## src/rtl/fifo_wr_arbiter.sv

```systemverilog
`default_nettype none
// ============================================================================
// Module      : fifo_wr_arbiter
// Description : Round-robin arbiter that lets NUM_REQ requesters share one
//               fifo write port, one burst per grant, with back-pressure.
// Revision    : 1.0 - initial release
// ============================================================================
module fifo_wr_arbiter #(
    parameter int NUM_REQ    = 4,
    parameter int DATA_WIDTH = 8,
    parameter int MAX_BURST  = 4
) (
    input  logic                          clk,
    input  logic                          reset,
    input  logic [NUM_REQ-1:0]            req_valid,
    input  logic [NUM_REQ-1:0]            req_last,
    input  logic [NUM_REQ*DATA_WIDTH-1:0] req_data,
    output logic [NUM_REQ-1:0]            req_ready,
    input  logic                          fifo_full,
    output logic                          fifo_wen,
    output logic [DATA_WIDTH-1:0]         fifo_data,
    output logic [$clog2(NUM_REQ)-1:0]    grant_id,
    output logic                          busy
);

    localparam int c_grant_w = $clog2(NUM_REQ);
    localparam int c_cnt_w   = $clog2(MAX_BURST) + 1;
    localparam logic [c_cnt_w-1:0]   c_last_beat  = c_cnt_w'(MAX_BURST - 1);
    localparam logic [c_grant_w-1:0] c_grant_init = c_grant_w'(NUM_REQ - 1);

    typedef enum logic [0:0] {
        ST_IDLE  = 1'b0,
        ST_BURST = 1'b1
    } state_t;

    state_t               state_q, state_d;
    logic [c_grant_w-1:0] grant_q, grant_d;
    logic [c_grant_w-1:0] last_grant_q, last_grant_d;
    logic [c_cnt_w-1:0]   beat_cnt_q, beat_cnt_d;

    logic [DATA_WIDTH-1:0] req_data_arr [NUM_REQ];
    logic                  arb_found;
    logic [c_grant_w-1:0]  arb_pick;
    logic [c_grant_w-1:0]  arb_cand;
    logic                  owner_valid;

    genvar gi;
    generate
        for (gi = 0; gi < NUM_REQ; gi++) begin : g_unpack
            assign req_data_arr[gi] = req_data[gi*DATA_WIDTH +: DATA_WIDTH];
        end
    endgenerate

    // Search starts one past the previous owner so every requester gets a turn.
    always_comb begin
        arb_found = 1'b0;
        arb_pick  = '0;
        arb_cand  = '0;
        for (int k = 1; k <= NUM_REQ; k++) begin
            arb_cand = c_grant_w'((int'(last_grant_q) + k) % NUM_REQ);
            if (!arb_found && req_valid[arb_cand]) begin
                arb_found = 1'b1;
                arb_pick  = arb_cand;
            end
        end
    end

    always_comb begin
        state_d      = state_q;
        grant_d      = grant_q;
        last_grant_d = last_grant_q;
        beat_cnt_d   = beat_cnt_q;
        req_ready    = '0;
        fifo_wen     = 1'b0;
        fifo_data    = '0;
        owner_valid  = req_valid[grant_q];
        case (state_q)
            ST_IDLE: begin
                if (arb_found) begin
                    grant_d    = arb_pick;
                    beat_cnt_d = '0;
                    state_d    = ST_BURST;
                end
            end
            ST_BURST: begin
                if (!owner_valid) begin
                    last_grant_d = grant_q;
                    state_d      = ST_IDLE;
                end else if (!fifo_full) begin
                    req_ready[grant_q] = 1'b1;
                    fifo_wen           = 1'b1;
                    fifo_data          = req_data_arr[grant_q];
                    beat_cnt_d         = beat_cnt_q + 1'b1;
                    // A last beat that is also the forced-rotation beat releases once.
                    if (req_last[grant_q] || (beat_cnt_q == c_last_beat)) begin
                        last_grant_d = grant_q;
                        state_d      = ST_IDLE;
                    end
                end
            end
            default: state_d = ST_IDLE;
        endcase
    end

    assign busy     = (state_q == ST_BURST);
    assign grant_id = grant_q;

    always_ff @(posedge clk or posedge reset) begin
        if (reset) begin
            state_q      <= ST_IDLE;
            grant_q      <= '0;
            last_grant_q <= c_grant_init;
            beat_cnt_q   <= '0;
        end else begin
            state_q      <= state_d;
            grant_q      <= grant_d;
            last_grant_q <= last_grant_d;
            beat_cnt_q   <= beat_cnt_d;
        end
    end

endmodule
`default_nettype wire

```

## config.mk

```make
export PLATFORM = sky130hd
export DESIGN_NAME = fifo_wr_arbiter
export DESIGN_NICKNAME = d
export VERILOG_FILES = /design/src/rtl/fifo_wr_arbiter.sv
export SDC_FILE = /design/constraint.sdc
export NUM_CORES = 1
export LEC_CHECK = 0
export CAP_MARGIN = 20
export CORE_ASPECT_RATIO = 0.9
export CORE_UTILIZATION = 30
export DETAILED_ROUTE_END_ITERATION = 8
export PLACE_DENSITY = 0.72
export SLEW_MARGIN = 20
export SYNTH_ARGS = -nofsm -noshare
export SYNTH_HDL_FRONTEND = slang
export SYNTH_SLANG_ARGS = --single-unit
```

## constraint.sdc

```tcl
create_clock -name clk -period 4.2 [get_ports clk]
set_clock_uncertainty 0.15 [all_clocks]
set_input_delay 0.84 -clock clk [delete_from_list [all_inputs] [get_ports clk]]
set_output_delay 0.84 -clock clk [all_outputs]
set_load 0.01 [all_outputs]
```

[Word level (Yosys, flattened, before mapping)]
Index checks and enable logic that the tools add are counted.
Operators by class
  add/subtract/negate cells: 5
  order comparisons: 7
  bitwise gates (word level): 2
  mux-type cells: 46
  reduce and logical (&&, ||, !) cells: 11
  eq/ne operators: 6
Operator list (number)
  $mux 8: 5
  $mux 1: 18
  $bmux 8 s2: 1
  $lt 2x3->1 const B: 5
  $mux 2: 7
  $bmux 1 s2: 6
  $mux 4: 3
  $mux 3: 3
  $ne 2x2->1 const B: 3
  $pmux 3 s2: 1
  $reduce_and 3->1: 2
  $add 2x1->2 const B: 2
  $add 2x2->2 const B: 2
  $logic_and 1x1->1: 4
  $ne 2x1->1 const B: 2
  $add 3x1->3 const B: 1
  $eq 3x2->1 const B: 1
  $ge 3x3->1 const B: 1
  $logic_not 1->1: 3
  $not 2->3: 1
  $demux 1 s2: 1
  $ge 2x1->1 const B: 1
  $pmux 1 s2: 1
  $reduce_and 2->1: 1
  2 further kinds: 2
Storage, ports and cells
  bits of input ports: 43
  output and inout bits: 16
  logic and storage cells: 81
  register bits: 8

[Depth between registers and ports, before layout]
Gate-level depths: netlist of run 1.
  depth after elaboration: 15
  depth in mapped cells: 6

[Worst setup path before layout of run 1]
OpenSTA, ideal clock, no wires.
  path type: input to output
  start: in req_valid[3]
  end: out req_ready[3]
  data arrival time: 1.805 ns
  path slack: 1.405 ns
  buffers on the path: 0
  stages: 4
  cell sequence: mux4_2 -> nand3b_2 -> inv_1 -> and3_1
On the way
  cells in the longest elaborated chain, start to end: 4
RTL lines
  from (decl): RTL line 15  | input logic [NUM_REQ-1:0] req_valid,
  $bmux 1 s2: RTL line 76  | owner_valid = req_valid[grant_q];
  $mux 1 (implied by the code): RTL line 76
  $mux 4: RTL line 86  | if (!owner_valid) begin
  $mux 4: RTL line 77  | case (state_q)
  to (decl): RTL line 18  | output logic [NUM_REQ-1:0] req_ready,
Every way passes these cells. The select of a mux whose other input is x is not followed.

[Worst setup path after layout of run 1]
Same ends and word-level chain as after synthesis.

==> flow_metrics.env, run 1 <==
export IMPL_synth_common_cells="7 x inv_1, 6 x dfrtp_1, 6 x nor2b_1, 5 x mux4_2"
export IMPL_tightestPinTransition_ps=669.4
export IMPL_post_cts_buffers=0
export IMPL_fin_tns_setup_ps=0
export IMPL_die_x_um=56.76
export IMPL_rows=17
export IMPL_syn_area_um2=809.5
export IMPL_fp_dieArea_mm2=0.002910
export IMPL_dr_max_layer_used="met4"
export IMPL_worst_path_max_fanout=18
export IMPL_drc=16
export IMPL_max_vdd_ir_drop_v=0.0002094
export IMPL_start_kind="input pin"
export IMPL_ys_types=35
export IMPL_r2r_cells=4
export IMPL_io_pins=59
export IMPL_fin_crit_sh=0.9354
export IMPL_wirelength_mm=2.332
export IMPL_yosysWarnings=0
export IMPL_rsz0062_at_grt="no"
export IMPL_cp_required_ps=3210
export IMPL_routedWlPerCell_um=14.48
export IMPL_criticalPathCategory="input pin to output port"
export IMPL_critPathTopFamily="buffers and inverters"
export IMPL_num_antenna_cells=0
export IMPL_crit_buf_inv=3
export IMPL_place_area_mm2=0.001389
export IMPL_clk_path_buf_depth=2
export IMPL_min_path_type="flip-flop to flip-flop"
export IMPL_report_final_setup_viol=0
export IMPL_drv_slew=0
export IMPL_first_pass_iters=6
export IMPL_r2r_start="grant_id[1]"
export IMPL_finalCriticalPeriod_ps=3929
export IMPL_wl_met3_um=251
export IMPL_holdPathEnd="beat_cnt_q[0]"
export IMPL_slew_headroom=0.5537
export IMPL_htreeDepth=1
export IMPL_io_buffers=58
export IMPL_avgSynthCellArea_um2=10.65
export IMPL_met1Wirelength_um=972
export IMPL_cts_resized=0
export IMPL_end_kind="output port"
export IMPL_hpwlAfterDp_mm=1.853
export IMPL_grt_pass1_vias=860
export IMPL_violations="design-rule violations"
export IMPL_grt_pass1_wl_mm=3.788
export IMPL_syn2layout_area_growth_pct=74.81
export IMPL_antenna_found_initial=0
export IMPL_drtAntennaViolNets=0
export IMPL_p_leak_nw=0.5769
export IMPL_clk_latency_ps=250
export IMPL_root_buffer="clkbuf_4"
export IMPL_ys_seq_area_frac=0.2504
export IMPL_clk_pin_slew_worst_paths_ps=60
export IMPL_cts_buffers=3
export IMPL_yosysMostFrequentCell="inv_1"
export IMPL_cellPowerDensity_mw_per_mm2=463.6
export IMPL_start_util=0.3225
export IMPL_grt_max_degree=19
export IMPL_clock_sinks=8
export IMPL_critPathMostFrequentCell="clkdlybuf4s50_1"
export IMPL_core_mm2=0.002510
export IMPL_status="complete, but fails checks"
export IMPL_critPathSlowestCell="mux4_2"
export IMPL_critical_path_max_stage_delay_ps=540
export IMPL_cts_tree="done"
export IMPL_holdPathStages=1
export IMPL_grt_ovfl_total=0
export IMPL_crit_path_start="req_valid[3]"
export IMPL_reg2reg_to="beat_cnt_q[1]"
export IMPL_yosysTopAreaCellShare=0.1855
export IMPL_nFillCells=226
export IMPL_num_vias=813
export IMPL_critPathArrivalTime_ps=2940
export IMPL_hold_path_startpoint="beat_cnt_q[0]"
export IMPL_maxCapViolations=0
export IMPL_die_y_um=51.28
export IMPL_synthCells=76
export IMPL_wl_met2_mm=1.099
export IMPL_drive_gt1_frac=0.1278
export IMPL_synth_edf_count=0
export IMPL_fmax_ghz=0.2545
export IMPL_synthTopCellsByArea="dfrtp_1 19%, mux4_2 14%, mux4_1 13%"
export IMPL_yosys_area_top_type="dfrtp_1"
export IMPL_ys_flop_type="dfrtp_1"
export IMPL_viasPerCell=5.050
export IMPL_async_flop_share=1.000
export IMPL_hold_violations=0
export IMPL_drt_iter0_drc=49
export IMPL_place_congestion=0.7645
export IMPL_grt_usage=0.1676
export IMPL_synth_seq_cells=8
export IMPL_crit_path_cell_trace="clkdlybuf4s50_1 > mux4_2 > nand3b_2 > inv_1 > and3_1 > clkdlybuf4s50_1"
export IMPL_fin_nets=179
export IMPL_stdcell_area_mm2=0.001415
export IMPL_syn_nets=121
export IMPL_r2r_slack_ps=2230
export IMPL_hold_buffers=0
[routing by layer]
metal	up-vias	GRT usage
li1	399	-
met5	-	0
met1	369	0.2006
met2	43	0.2976
met4	0	0.06911
met3	2	0.03038
[layout by cell type (no fill, tap or decap), drive strengths merged]
master,n
nor3,1
ha,2
and2b,3
o31ai,1
o22ai,1
mux2i,3
clkbuf,4
nor2,2
nand2,2
a221oi,1
nor3b,2
nand3b,1
and3,1
o21a,1
nand3,3
a21boi,1
nor4,1
dfstp,2
mux2,2
nand2b,1
a31oi,1
buf,1
o31a,1
a21oi,2
o21ai,5
dfrtp,6
or2,1
mux4,9
inv,8
clkdlybuf4s50,58
nor2b,6
[stage by stage]
step,util,hold slack [ps],cells,setup slack (ps),total power (W)
5_1_grt,0.5638,402.7,161,162.8,0.0007134
6_report,0.5638,350.8,161,271.2,0.0006560
2_1_floorplan,-,313.2,76,1405,0.0004552
4_1_cts,0.5638,357.0,161,260.6,0.0006674
3_5_place_dp,0.5533,344.8,157,267.1,0.0006021
3_3_place_gp,0.5533,330.9,157,321.2,0.0005936
[worst register-to-register path, cell delays in order, from the launching register on]
cell      delay (ps)
dfrtp_1          770
mux4_2           370
nand3b_2         290
nand3_1          190
o21ai_0           90
[cells by family after synthesis]
logic type      Yosys count  share of synthesized area
compound gates           14                     0.1129
fa+ha+maj                 2                    0.03091
buf+inv                  14                    0.09119
flops                     8                     0.2504
mux                      14                     0.3338
simple gates             24                     0.1808
[sequential cells by signal, summed over array words and instances (netlist names)]
name and cells:
beat_cnt_q 3, grant_id 2, last_grant_q 2, busy 1
[cell type report]
cell class | count | area (um^2) | area share
Multi-Input combinational cell | 54 | 533.0 | 0.3767
Timing Repair Buffer | 59 | 588.1 | 0.4156
Sequential cell | 8 | 202.7 | 0.1432
Tap cell | 28 | 35.03 | 0.02476
Inverter | 8 | 30.03 | 0.02122
Clock buffer | 4 | 26.28 | 0.01857
[how the worst max path moves through the flow]
stage | end | slack [ps] | depth (start not counted)
floorplan | req_ready[3] | 1410 | 4
global placement | req_ready[3] | 320 | 6
detailed placement | req_ready[3] | 270 | 6
CTS | req_ready[3] | 260 | 6
global route | req_ready[3] | 160 | 6
finish | req_ready[3] | 270 | 6
[where the power goes]
group          leakage [nW]   total, W  internal [W]  switching, W
Sequential           0.0960   0.000177      0.000118     0.0000586
Clock                0.0150  0.0000617     0.0000363     0.0000254
Combinational         0.466   0.000418      0.000262      0.000155
Total                 0.577   0.000656      0.000417      0.000239
Note: power is estimated with default switching activity, not from simulation.
==> run 2, diff against run 1 <==
--- a/config.mk
+++ b/config.mk
@@ -10,7 +10,6 @@
 export CORE_UTILIZATION = 30
 export DETAILED_ROUTE_END_ITERATION = 8
 export PLACE_DENSITY = 0.72
-export SLEW_MARGIN = 20
 export SYNTH_ARGS = -nofsm -noshare
 export SYNTH_HDL_FRONTEND = slang
 export SYNTH_SLANG_ARGS = --single-unit
==> results of run 2 <==
The final DEF is identical to that of run 1; final timing and power are the same.
==> run 3, diff against run 2 <==
--- a/config.mk
+++ b/config.mk
@@ -9,6 +9,7 @@
 export CORE_ASPECT_RATIO = 0.9
 export CORE_UTILIZATION = 30
 export DETAILED_ROUTE_END_ITERATION = 8
+export GPL_ROUTABILITY_DRIVEN = 0
 export PLACE_DENSITY = 0.72
 export SYNTH_ARGS = -nofsm -noshare
 export SYNTH_HDL_FRONTEND = slang
==> results of run 3 <==
The final DEF is identical to that of run 1; final timing and power are the same.
